`config.mk`:
```
export PLATFORM = sky130hd
export DESIGN_NAME = mii_frame_dump_ctrl
export DESIGN_NICKNAME = d
export VERILOG_FILES = /design/src/rtl/mii_frame_dump_ctrl.sv
export SDC_FILE = /design/constraint.sdc
export NUM_CORES = 1
export LEC_CHECK = 0
export CAP_MARGIN = 20
export CELL_PAD_IN_SITES_DETAIL_PLACEMENT = 0
export CELL_PAD_IN_SITES_GLOBAL_PLACEMENT = 1
export CORE_ASPECT_RATIO = 1.75
export CORE_MARGIN = 4
export CORE_UTILIZATION = 35
export CTS_BUF_LIST = sky130_fd_sc_hd__clkbuf_4 sky130_fd_sc_hd__clkbuf_8 sky130_fd_sc_hd__clkbuf_16
export DETAILED_ROUTE_END_ITERATION = 16
export PLACE_DENSITY = 0.73
export SKIP_LAST_GASP = 1
export SYNTH_ARGS = -nofsm -noshare
export SYNTH_HDL_FRONTEND = slang
export SYNTH_SLANG_ARGS = --single-unit
export TNS_END_PERCENT = 20
```
`constraint.sdc`:
```
create_clock -name clk -period 2.6 [get_ports clk]
set_input_delay 0.78 -clock clk [delete_from_list [all_inputs] [get_ports clk]]
set_output_delay 0.78 -clock clk [all_outputs]
set_load 0.03 [all_outputs]
```
`src/rtl/mii_frame_dump_ctrl.sv`:
```
// mii_frame_dump_ctrl: reads a captured MII receive frame out of the frame
// buffer and sends it to the UART as uppercase hex ASCII. Bytes are separated
// by spaces, and a CR LF ends every LINE_BYTES bytes and the frame itself.
// Optional feature macro: DUMP_HEADER_EN prefixes each dump with the clamped
// length as four hex digits followed by ':'.
module mii_frame_dump_ctrl #(
    parameter int ADDR_W     = 11,
    parameter int MAX_LEN    = 1536,
    parameter int LINE_BYTES = 16
) (
    input  logic              clk,
    input  logic              SW0,
    input  logic              frm_valid,
    input  logic [ADDR_W-1:0] frm_len,
    output logic              frm_ack,
    output logic              buf_rd,
    output logic [ADDR_W-1:0] buf_addr,
    input  logic [7:0]        buf_data,
    output logic              tx_dv,
    output logic [7:0]        tx_byte,
    input  logic              tx_active,
    input  logic              tx_done,
    output logic              busy
);
    // One extra bit lets the byte counter reach MAX_LEN without wrapping.
    localparam int CNT_W  = ADDR_W + 1;
    localparam int LINE_W = $clog2(LINE_BYTES + 1);

    typedef enum logic [3:0] {
        S_IDLE, S_FETCH, S_WAIT, S_HI, S_LO, S_SP, S_CR, S_LF, S_ACK
`ifdef DUMP_HEADER_EN
        , S_HDR
`endif
    } state_t;

    state_t              state_q, state_d;
    logic                issued_q, issued_d;
    logic [CNT_W-1:0]    len_q, len_d;
    logic [CNT_W-1:0]    byte_cnt_q, byte_cnt_d;
    logic [LINE_W-1:0]   line_cnt_q, line_cnt_d;
    logic [7:0]          data_q, data_d;
`ifdef DUMP_HEADER_EN
    logic [2:0]          hdr_cnt_q, hdr_cnt_d;
    logic [15:0]         len16;
`endif

    logic [CNT_W-1:0]    frm_len_ext, len_clamped, byte_nxt;
    logic                is_char, char_done;
    logic [7:0]          char_val;

    function automatic logic [7:0] hex_ascii(input logic [3:0] nib);
        return (nib < 4'd10) ? (8'h30 + {4'h0, nib}) : (8'h37 + {4'h0, nib});
    endfunction

    assign frm_len_ext = {1'b0, frm_len};
    assign len_clamped = (frm_len_ext > CNT_W'(MAX_LEN)) ? CNT_W'(MAX_LEN) : frm_len_ext;
    assign byte_nxt    = byte_cnt_q + 1'b1;
    assign buf_addr    = byte_cnt_q[ADDR_W-1:0];
    assign busy        = (state_q != S_IDLE);
`ifdef DUMP_HEADER_EN
    assign len16       = 16'(len_q);
`endif

    // Character to present for the current character state.
    always_comb begin
        is_char  = 1'b1;
        char_val = 8'h00;
        case (state_q)
            S_HI: char_val = hex_ascii(data_q[7:4]);
            S_LO: char_val = hex_ascii(data_q[3:0]);
            S_SP: char_val = 8'h20;
            S_CR: char_val = 8'h0D;
            S_LF: char_val = 8'h0A;
`ifdef DUMP_HEADER_EN
            S_HDR: begin
                case (hdr_cnt_q)
                    3'd0:    char_val = hex_ascii(len16[15:12]);
                    3'd1:    char_val = hex_ascii(len16[11:8]);
                    3'd2:    char_val = hex_ascii(len16[7:4]);
                    3'd3:    char_val = hex_ascii(len16[3:0]);
                    default: char_val = 8'h3A;
                endcase
            end
`endif
            default: is_char = 1'b0;
        endcase
    end

    // A character is finished only by a tx_done that follows our own tx_dv.
    assign char_done = is_char && issued_q && tx_done;

    // Next-state and output decode, including the shared UART handshake.
    always_comb begin
        state_d    = state_q;
        issued_d   = issued_q;
        len_d      = len_q;
        byte_cnt_d = byte_cnt_q;
        line_cnt_d = line_cnt_q;
        data_d     = data_q;
`ifdef DUMP_HEADER_EN
        hdr_cnt_d  = hdr_cnt_q;
`endif
        frm_ack    = 1'b0;
        buf_rd     = 1'b0;
        tx_dv      = 1'b0;
        tx_byte    = 8'h00;

        if (is_char) begin
            tx_byte = char_val;
            if (!issued_q && !tx_active) begin
                tx_dv    = 1'b1;
                issued_d = 1'b1;
            end
        end
        if (char_done) begin
            issued_d = 1'b0;
        end

        case (state_q)
            S_IDLE: begin
                if (frm_valid) begin
                    len_d      = len_clamped;
                    byte_cnt_d = '0;
                    line_cnt_d = '0;
                    issued_d   = 1'b0;
`ifdef DUMP_HEADER_EN
                    hdr_cnt_d  = 3'd0;
                    state_d    = S_HDR;
`else
                    state_d    = (len_clamped == '0) ? S_CR : S_FETCH;
`endif
                end
            end
`ifdef DUMP_HEADER_EN
            S_HDR: begin
                if (char_done) begin
                    if (hdr_cnt_q == 3'd4) begin
                        state_d = (len_q == '0) ? S_CR : S_FETCH;
                    end else begin
                        hdr_cnt_d = hdr_cnt_q + 3'd1;
                    end
                end
            end
`endif
            S_FETCH: begin
                buf_rd  = 1'b1;
                state_d = S_WAIT;
            end
            S_WAIT: begin
                data_d  = buf_data;
                state_d = S_HI;
            end
            S_HI: if (char_done) state_d = S_LO;
            S_LO: begin
                if (char_done) begin
                    byte_cnt_d = byte_nxt;
                    if (byte_nxt == len_q) begin
                        state_d = S_CR;
                    end else if (line_cnt_q == LINE_W'(LINE_BYTES - 1)) begin
                        line_cnt_d = '0;
                        state_d    = S_CR;
                    end else begin
                        line_cnt_d = line_cnt_q + 1'b1;
                        state_d    = S_SP;
                    end
                end
            end
            S_SP: if (char_done) state_d = S_FETCH;
            S_CR: if (char_done) state_d = S_LF;
            S_LF: if (char_done) state_d = (byte_cnt_q == len_q) ? S_ACK : S_FETCH;
            S_ACK: begin
                frm_ack = 1'b1;
                state_d = S_IDLE;
            end
            default: state_d = S_IDLE;
        endcase
    end

    // Control state and counters; reset aborts any dump in progress.
    always_ff @(posedge clk) begin
        if (SW0) begin
            state_q    <= S_IDLE;
            issued_q   <= 1'b0;
            len_q      <= '0;
            byte_cnt_q <= '0;
            line_cnt_q <= '0;
`ifdef DUMP_HEADER_EN
            hdr_cnt_q  <= 3'd0;
`endif
        end else begin
            state_q    <= state_d;
            issued_q   <= issued_d;
            len_q      <= len_d;
            byte_cnt_q <= byte_cnt_d;
            line_cnt_q <= line_cnt_d;
`ifdef DUMP_HEADER_EN
            hdr_cnt_q  <= hdr_cnt_d;
`endif
        end
    end

    // Captured buffer byte; pure data, only meaningful after WAIT.
    always_ff @(posedge clk) begin
        data_q <= data_d;
    end

endmodule
```
After elaboration in Yosys (flattened, before gate mapping)
Index checks and enable logic that the tools add are counted.
Widths: inputs -> output; s select.
{"block": "classes", "muxes": 34, "magnitude_cmp": 3, "n_addsub": 6, "eq_ne": 18, "reduce_logical": 14}
{"cell": "$pmux 7 s5", "n": 1}
{"cell": "$pmux 4 s8", "n": 1}
{"cell": "$add 6x4->7 const A", "n": 4}
{"cell": "$mux 4", "n": 7}
{"cell": "$eq 12x12->1", "n": 2}
{"cell": "$mux 12", "n": 2}
{"cell": "$pmux 12 s2", "n": 1}
{"cell": "$mux 5", "n": 4}
{"cell": "$eq 4x3->1 const B", "n": 4}
{"cell": "$mux 7", "n": 2}
{"cell": "$ne 2x2->1 const B", "n": 7}
{"cell": "$add 12x1->12 const B", "n": 1}
{"cell": "$logic_not 12->1", "n": 1}
{"cell": "$gt 11x11->1 const B", "n": 1}
{"cell": "$mux 11", "n": 1}
{"cell": "$mux 1", "n": 10}
{"cell": "$pmux 5 s2", "n": 1}
{"cell": "$eq 4x2->1 const B", "n": 2}
{"cell": "$lt 4x4->1 const B", "n": 2}
{"cell": "$mux 8", "n": 1}
{"cell": "$reduce_and 6->1", "n": 1}
{"cell": "$add 5x1->5 const B", "n": 1}
{"cell": "$eq 5x4->1 const B", "n": 1}
{"cell": "$reduce_or 5->1", "n": 1}
{"cell": "other kinds (12)", "n": 16}
{"block": "word_totals", "reg_bits": 42, "in_bits": 24, "output_inout_bits": 23, "elab_cells": 81}

Longest topological paths before layout
{"block": "logic_depth", "ltp_word": 8, "depth_mapped": 8, "mapped_depth_nobuf": 7}

Worst setup path after synthesis
No wires, ideal clock.
{"block": "synth_path", "path_kind": "flip-flop to flip-flop", "from": "reg byte_cnt_q[0]", "to": "reg line_cnt_q[0]", "setup_slack_ps": 182, "t_arrival_ps": 2300, "path_stages_with_launch": 8, "n_path_buf": 0, "required_time_ps": 2483, "setup_time_ps": 117, "period_less_slack_ps": 2418, "cell_sequence": "dfxtp_1 > ha_1 > nand4_2 > or3_1 > a31oi_1 > a21oi_1 > or4_4 > a32o_1"}
{"block": "synth_via", "elab_chain_len": 4}
{"element": "start: declaration", "line": "39", "source": "logic [CNT_W-1:0] byte_cnt_q, byte_cnt_d;"}
{"element": "start signal: assignment", "line": "194", "source": "byte_cnt_q <= byte_cnt_d;"}
{"element": "$add 12x1->12", "line": "57", "source": "assign byte_nxt = byte_cnt_q + 1'b1;"}
{"element": "$eq 12x12->1", "line": "157", "source": "if (byte_nxt == len_q) begin"}
{"element": "$ne 2x2->1 (no source line)"}
{"element": "$reduce_and 4->1 (no source line)"}
{"element": "end signal: assignment", "line": "195", "source": "line_cnt_q <= line_cnt_d;"}
{"element": "end: declaration", "line": "40", "source": "logic [LINE_W-1:0] line_cnt_q, line_cnt_d;"}
Every way passes these cells.
A chain may end at the register's enable or synchronous reset.

Final worst setup path
{"block": "layout_path", "from": "reg state_q[0]", "to": "out buf_rd"}
{"block": "layout_via", "elab_chain_len": 2}
{"element": "start: declaration", "line": "36", "source": "state_t state_q, state_d;"}
{"element": "start signal: assignment", "line": "191", "source": "state_q <= state_d;"}
{"element": "$eq 4x1->1", "line": "119", "source": "case (state_q)"}
{"element": "$mux 1", "line": "119"}
{"element": "end: declaration", "line": "16", "source": "output logic buf_rd,"}
Every way passes these cells.

==> impl_metrics.csv <==
group,metric,value,unit
status,status,"finished, violations left",
status,violations,"negative setup slack",
yosys,yosys_warnings,0,
yosys,synth_most_common_cell,"dfxtp_1",
cts,cts_sinks,41,
drt,detail-route-antenna-nets,0,
yosys,yosysTopAreaCellShare,22.91,%
layout,layout-drive-gt1-share,18.89,%
worst_setup_path,critPathRequiredTime,1.82,ns
cts,cts_buffers,5,
pwr,p_per_area,721.2,mW/mm^2
yosys,syn_avg_cell_area,8.287,sq um
worst_setup_path,crit_path_max_fanout,10,
worst_setup_path,cp_data_arrival_time,1.83,ns
global_routing,grt_overflow,0,
cts,cts_htree_levels,2,
timing,period_share,100.2,%
drt,viasPerCell,5.596,
timing,max_freq,383.8,MHz
timing,setup_tns,-0.005462,ns
yosys,synth.area.top_cells,"dfxtp_1 (23%), edfxtp_1 (8.3%), a21oi_1 (4.5%), buf_4 (4.4%), nand2_1 (3.8%)",
timing,grt_setup_unrepaired,"true",
drt,drtIter0Drc,139,
cts,clkTransAtPathRegs,0.06,ns
cts,cts_tree,"built",
placement,io_buffers,45,
yosys,ys_ff_latch,41,
floorplan,design.core.area,0.007963,sq mm
floorplan,io_pins,47,
job,maxCapViolCount,0,
cts,ctsHoldBuffers,0,
drt,route.detailed.wl_per_inst,17.31,microns
timing,layout_setup_ws,-0.005462,ns
cts,clk_latency,0.29,ns
yosys,synth_commonest_cells,"dfxtp_1 (33), nand2_1 (29), nor2_1 (27)",
yosys,synth_nets,376,
yosys,ys_seq_area_share,31.24,%
floorplan,start_util,36.22,%
pwr,p_leak,1.458,nW
timing,final-setup-viol-count,1,
global_routing,grt_usage,18.05,%
worst_setup_path,cp-start-kind,"flop",
layout,final_nets,440,
cts,clockBufferDepth,2,
layout,utilization,46.54,%
global_routing,grt_pass1_vias,2808,
worst_setup_path,critPathCaptureType,"primary output",
global_routing,grt_max_degree,16,
placement,dp_hpwl,7.044,mm
placement,place_ws,-0.1951,ns
timing,max_slew_margin,54.66,%
drt,drc,0,
floorplan,fp.dieW,76.62,microns
timing,layout_min_cycle_time,2.605,ns
timing,maxSlewViolCount,0,
worst_setup_path,crit_type,"flop to primary output",
hold_path,hp-class,"flop to flop",
global_routing,antenna_found_initial,0,
drt,drt-total-wl,8.706,mm
pwr,irDropWorstVdd,416.7,uV
yosys,synth_top_area_cell,"dfxtp_1",
layout,area_delta_synth_final,28.50,%
floorplan,die-area,0.009814,sq mm
timing,tightest_slew,0.6776,ns
yosys,ys_types,70,
drt,num_vias,2815,
yosys,synth_ff_type,"dfxtp_1",
global_routing,grt_pass1_wl,13.71,mm
yosys,async_reset_ff_share,0,%
drt,dr.pass1.iters,4,
yosys,synth_edf_count,8,
floorplan,std_cell_rows,43,
layout,diodes,0,
floorplan,die_height,128.1,microns
yosys,synth_cells,348,
placement,gp_congestion,0.8385,
cts,clockRootBuffer,"clkbuf_16",
cts,cts_setup_buffers,0,
timing,clock_skew,0.009733,ns
yosys,syn-cell-area,0.002884,sq mm
timing,hold_viol,0,
-- kinds of logic after synthesis --
logic type / Yosys count / synth area share [%]
simple gates: 144 / 28.07
buf+inv: 40 / 8.503
compound gates: 94 / 22.91
flops: 41 / 31.24
mux: 3 / 1.041
fa+ha+maj: 4 / 1.735
other cells: 1 / 0.1300
xor+xnor: 21 / 6.377
-- state kept, by name (all words and copies together) (netlist names) --
signal	flops
byte_cnt_q	12
len_q	11
data_q	8
line_cnt_q	5
state_q	4
issued_q	1
-- final cells by class --
cell class / count / area, sq um
fill: 814 / 4257
multi-input combinational: 267 / 1744
sequential: 41 / 902.1
timing repair buffer: 88 / 755.7
clock buffer: 7 / 152.6
tap: 90 / 112.6
inverter: 9 / 33.78
clock inverter: 1 / 5.005
-- power by group --
| part | internal, mW | switching [mW] | total [mW] |
|---|---|---|---|
| registers | 0.739 | 0.0848 | 0.823 |
| logic | 0.503 | 0.673 | 1.18 |
| clock network | 0.407 | 0.266 | 0.673 |
| total | 1.65 | 1.02 | 2.67 |
-- placed cells by master, fill, tap and decap left out, types with 3 or more instances in the layout --
cell             Yosys  routed
a211o_1              3       3
a21o_1               3       3
a21oi_1             26      26
a22o_1               8       8
a22oi_1              4       4
a31oi_1              5       5
and2_1               6       6
and3_1               3       3
buf_4               17      51
clkbuf_16            0       5
clkdlybuf4s50_1      0      36
dfxtp_1             33      32
edfxtp_1             8       8
ha_1                 4       4
inv_1                9       9
mux2i_1              3       3
nand2_1             29      29
nand2b_1             3       3
nand3_1             15      15
nor2_1              27      27
nor2b_1              6       6
nor3_1              16      16
nor3b_1              4       4
nor4_1               4       3
nor4_2               2       3
o21ai_0             11      11
o21ai_1              3       3
o22ai_1              3       3
or3_1                6       6
xnor2_1             11      11
xor2_1              10      10
-- critical path, cell delays in order, from the launching register on --
cell and delay [ns]:
dfxtp_2 0.44, nor2b_1 0.26, and2_1 0.17, clkdlybuf4s50_1 0.67
-- metal layers --
metal  GRT usage (%)  vias to the layer above  share of wire (%)
li1                -                     1402                  -
met1           17.42                     1307                 36
met2           34.42                       76                 54
met3           3.446                       30                4.6
met4           11.74                        0                5.7
met5               0                        -                  0
-- what timing repair did --
item                       in CTS  in global routing
resized for setup               1                  2
cloned                          0                  0
setup endpoints to repair       4                 12
-- per-stage QoR --
step	instances	total power, mW	area [sq um]	hold WS (ns)
global route	503	2.829	3706	0.4811
detailed placement	495	2.004	3538	0.4353
global placement	495	1.998	3538	0.4305
CTS	503	2.692	3702	0.4439
finish	503	2.673	3706	0.4453
floorplan	348	1.542	2884	0.4175
-- worst paths after layout --
kind	start	cells past startpoint	slack [ns]	end
setup reg to reg	byte_cnt_q[4]$_SDFFE_PP0P_	7	0.10	line_cnt_q[0]$_SDFFE_PP0P_
setup / recovery	state_q[0]$_SDFFE_PP0P_	3	-0.005	buf_rd
hold reg to reg	line_cnt_q[4]$_SDFFE_PP0P_	2	0.45	line_cnt_q[4]$_SDFFE_PP0P_
hold / removal	line_cnt_q[4]$_SDFFE_PP0P_	2	0.45	line_cnt_q[4]$_SDFFE_PP0P_
(Power assumes the default switching activity.)
==> RTL change 1, RTL diff (config.mk and constraints unchanged) <==
Encoding of `state_t`: now Gray code (4 bits for 9 states).
--- a/src/rtl/mii_frame_dump_ctrl.sv
+++ b/src/rtl/mii_frame_dump_ctrl.sv
@@ -28,5 +28,5 @@
 
     typedef enum logic [3:0] {
-        S_IDLE, S_FETCH, S_WAIT, S_HI, S_LO, S_SP, S_CR, S_LF, S_ACK
+        S_IDLE = 4'b0000, S_FETCH = 4'b0001, S_WAIT = 4'b0011, S_HI = 4'b0010, S_LO = 4'b0110, S_SP = 4'b0111, S_CR = 4'b0101, S_LF = 4'b0100, S_ACK = 4'b1100
 `ifdef DUMP_HEADER_EN
         , S_HDR
Function: same outputs for any inputs over 10 cycles, from zero or initial values; not proved beyond that.
==> RTL change 1 against the original RTL <==
- cell area down 8.5%
- maximum frequency grew 3.5%
- largest cell class unchanged
- wire length is 15% lower
- sequential share of layout area grew 2.3 points
- sequential power is 4.4% higher
- power grew 13%
- sequential cell count did not move
- synthesized cell count decreased by 10%
- setup slack gained 87 ps
- non-clock buffer count down 19
- synthesized area shrank 6.7%
- register-to-register slack improved by 190 ps
==> RTL change 1: results (changes against the original RTL) <==
Detailed routing
The wire length on met3 is 281 um (was 400 um). The detailed router's first-iteration violation count was 142 (was 139). The total number of vias is 2,466 (was 2,815). The met2 wirelength from detailed routing is 4020 um (was 4670 um).

The aggregate routed wire length was 7370 um (was 8710 um). The post-route met1 wirelength is 2740 um (was 3140 um).

Synth
The XOR/XNOR share of the synthesized area is 6.84% (was 6.38%). The synthesized-area fraction occupied by ao, oa, aoi and oai cells is 19.9% (was 22.9%). The count of cell types in the netlist was 65 (was 70). The net count after synthesis came to 340 (was 376). The share of synthesized cell area in full adder, half adder and majority cells is 1.86% (was 1.74%). Most used standard cells in the synthesized netlist: 33 x dfxtp_1, 26 x nor2_1, 25 x nand2_1 (was 33 x dfxtp_1, 29 x nand2_1, 27 x nor2_1). The average footprint of a synthesized cell is 8.62 um2 (was 8.29 um2). The part of the Yosys area used for sequential elements is 33.5% (was 31.2%). The share of cell area taken by muxes after synthesis came to 1.16% (was 1.04%).

Placement
The instance area after placement is 3180 um2 (was 3540 um2). The number of cells in the design after placement is 438 (was 495). The final estimated routing congestion in global placement is 0.805 (was 0.839). The total half-perimeter wirelength after legalization and detailed placement came to 5910 um (was 7040 um).

GRT
The met1 global-route usage came to 16.5% (was 17.4%). The fraction of met2 tracks used by global routing is 32.1% (was 34.4%). The total global-route track usage is 16.9% (was 18.1%). The number of global-route vias before repair is 2,447 (was 2,808). The wire length of the first global-routing pass is 11,700 um (was 13,700 um).

The global-route met3 utilization is 3.55% (was 3.45%).

Power
The leakage power was 1.24 nW (was 1.46 nW). The highest ir drop seen on vdd is 0.502 mV (was 0.417 mV).

Finish
The share of post-route cells with drive strength above 1 was 17.5% (was 18.9%). The post-layout net count was 387 (was 440).

Worst setup path
The worst-case register-to-register setup slack is 290 ps (was 100 ps). The critical path arrival is 1740 ps (was 1830 ps).

Status
Status: finished, final reports clean (was finished, violations left).
RTL change 1: worst paths after layout:
path | startpoint | to | cells after the start
max reg2reg | byte_cnt_q[1] | line_cnt_q[2] | 8
min | line_cnt_q[4] | line_cnt_q[4] | 2
max | state_q[1] | frm_ack | 3
min reg2reg | line_cnt_q[4] | line_cnt_q[4] | 2
RTL change 1: kinds of logic after synthesis:
kind of cell / after synthesis
flops: 41
mux: 3
simple gates: 126
xor+xnor: 21
fa+ha+maj: 4
other cells: 1
compound gates: 76
buf+inv: 40
RTL change 1: critical path: stages (launching register included):
cell and delay, ps:
dfxtp_2 400, nor2_1 190, and3_1 190, clkdlybuf4s50_1 670
RTL change 1: power breakdown:
| group | internal, W | switching (W) | leakage (nW) | total [W] |
|---|---|---|---|---|
| clock | 0.000515 | 0.000261 | 0.0926 | 0.000776 |
| combinational | 0.000567 | 0.000813 | 0.812 | 0.00138 |
| sequential | 0.000741 | 0.000118 | 0.340 | 0.000859 |
| total | 0.00182 | 0.00119 | 1.24 | 0.00301 |
RTL change 1: through the flow:
stage          TNS (ps)  total power [W]  hold slack, ps  util (%)  setup slack, ps
3_5_place_dp          0          0.00225             451      42.3              129
3_3_place_gp          0          0.00225             440      42.3              102
4_1_cts           -49.2          0.00303             459      44.8            -49.2
2_1_floorplan         0          0.00183             427         -              220
5_1_grt           -34.1          0.00320             480      45.1            -31.9
6_report              0          0.00301             456      45.1             81.9
RTL change 1: layout make-up:
class | count | share of cell area [%]
Clock inverter | 2 | 1.14
Inverter | 11 | 1.22
Sequential cell | 41 | 26.6
Tap cell | 88 | 3.25
Multi-Input combinational cell | 231 | 45.4
Timing Repair Buffer | 69 | 17.9
Clock buffer | 6 | 4.43
==> RTL change 2, RTL diff (same flow settings) <==
Made on the original files. `LINE_BYTES`: 16 -> 32.
--- a/src/rtl/mii_frame_dump_ctrl.sv
+++ b/src/rtl/mii_frame_dump_ctrl.sv
@@ -7,5 +7,5 @@
     parameter int ADDR_W     = 11,
     parameter int MAX_LEN    = 1536,
-    parameter int LINE_BYTES = 16
+    parameter int LINE_BYTES = 32
 ) (
     input  logic              clk,
Check against the original RTL: same outputs for any inputs over 10 cycles, from zero or initial values; that may be too few to reach the edited logic, so the function may still have changed.
==> RTL change 2 against the original RTL <==
- setup slack better by 65 ps
- synthesized area down 6.0%
- die area down 5.5%
- wire length down 9.7%
- power down 10%
- cell area down 5.4%
- critical path depth unchanged
- sequential share of layout area up 2.0 points
- first-iteration DRC count down 26%
- hold slack better by 29 ps
- sequential cell count up 1
- critical path type unchanged
- largest cell class unchanged
==> RTL change 2: results (changes against the original RTL) <==
Status
Status: finished, final reports clean (was finished, violations left).

GRT
The number of global-route vias before repair is 2,674 (was 2,808). The wire length of the first global-routing pass is 12,700 um (was 13,700 um). The fraction of met2 tracks used by global routing is 32.9% (was 34.4%). The global-route met3 utilization is 2.42% (was 3.45%). The met1 global-route usage is 17.9% (was 17.4%). The pin count of the biggest net entering global routing is 17 (was 16).

Finish
The number of standard cells in the layout, taps in and fillers out was 482 (was 503). The post-layout net count is 422 (was 440). The share of post-route cells with drive strength above 1 is 17.3% (was 18.9%).

Detailed routing
The met2 wirelength from detailed routing is 4370 um (was 4670 um). The post-route met1 wirelength is 2910 um (was 3140 um). The wire length on met3 is 250 um (was 400 um). The total number of vias is 2,620 (was 2,815). The wire length per cell is 16.3 um (was 17.3 um).

STA
The worst clock skew on the final layout came to 5.75 ps (was 9.73 ps).

Worst setup path
The maximum fanout along the worst path is 11 (was 10). The start point of the critical path was state_q[3] (was state_q[0]). The critical path arrival is 1760 ps (was 1830 ps). The launch point of the worst reg-to-reg path was byte_cnt_q[0] (was byte_cnt_q[4]).

Synth
The synthesized-area fraction occupied by ao, oa, aoi and oai cells was 18.8% (was 22.9%). The average footprint of a synthesized cell is 8.11 um2 (was 8.29 um2). The share of synthesized cell area in full adder, half adder and majority cells is 2.31% (was 1.74%). Most used standard cells in the synthesized netlist: 35 x nor2_1, 34 x dfxtp_1, 29 x nand2_1 (was 33 x dfxtp_1, 29 x nand2_1, 27 x nor2_1). Synth area leaders: dfxtp_1 25%, edfxtp_1 8.9%, xnor2_1 5.8% (was dfxtp_1 23%, edfxtp_1 8.3%, a21oi_1 4.5%). The XOR/XNOR share of the synthesized area is 7.43% (was 6.38%).

Power
The highest ir drop seen on vdd came to 0.371 mV (was 0.417 mV). The leakage power is 1.31 nW (was 1.46 nW).

Placement
The total half-perimeter wirelength after legalization and detailed placement is 6310 um (was 7040 um). The final estimated routing congestion in global placement is 0.874 (was 0.839). The number of cells in the design after placement is 474 (was 495). The instance area after placement is 3340 um2 (was 3540 um2).

Clocking
The total of cells resized after clock tree synthesis is 0 (was 1).

Worst hold path
The source of the worst hold timing path was len_q[10] (was line_cnt_q[4]).
RTL change 2: changes by cell type in the layout (fill, tap and decap cells not counted), moves of 4 or more:
| cell | unedited run | this run |
|---|---|---|
| buf_4 | 51 | 43 |
| nand2b_1 | 3 | 9 |
| nand4_1 | 1 | 8 |
| nor2_1 | 27 | 35 |
| nor2b_1 | 6 | 2 |
| nor3_1 | 16 | 12 |
| xnor2_1 | 11 | 18 |
| xor2_1 | 10 | 5 |
RTL change 2: kinds of logic (layout without fill, tap and decap cells):
family,after synthesis,in the layout
adder cells (fa/ha/maj),5,5
AO/OA/AOI/OAI,76,76
buffers and inverters,36,96
AND/OR/NAND/NOR,151,151
other,1,1
XOR/XNOR,23,23
flip-flops,42,42
RTL change 2: path summary, 6_finish.rpt:
| path | to | slack [ps] |
|---|---|---|
| worst max-delay path | busy | 60 |
| worst min register to register | len_q[10] | 470 |
| worst max register to register | state_q[1] | 100 |
| worst min-delay path | len_q[10] | 470 |
RTL change 2: stage by stage:
stage / power, W / setup WS (ps) / utilization [%]
floorplan: 0.00139 / 90.6 / -
global placement: 0.00178 / -43.6 / 44.2
detailed placement: 0.00179 / -98.1 / 44.2
CTS: 0.00242 / 4.83 / 46.1
global route: 0.00255 / -70.2 / 46.3
finish: 0.00240 / 60.0 / 46.3
RTL change 2: final cells by class:
class,count,area [um2]
inverter,8,30.0
tap,88,110
clock buffer,5,125
timing repair buffer,80,696
sequential,42,922
fill,802,4060
multi-input combinational,256,1600
clock inverter,3,21.3
RTL change 2: where the power goes:
group	internal [W]	total, W	switching [W]
Combinational	0.000415	0.000947	0.000533
Clock	0.000355	0.000621	0.000266
Sequential	0.000741	0.000829	0.0000883
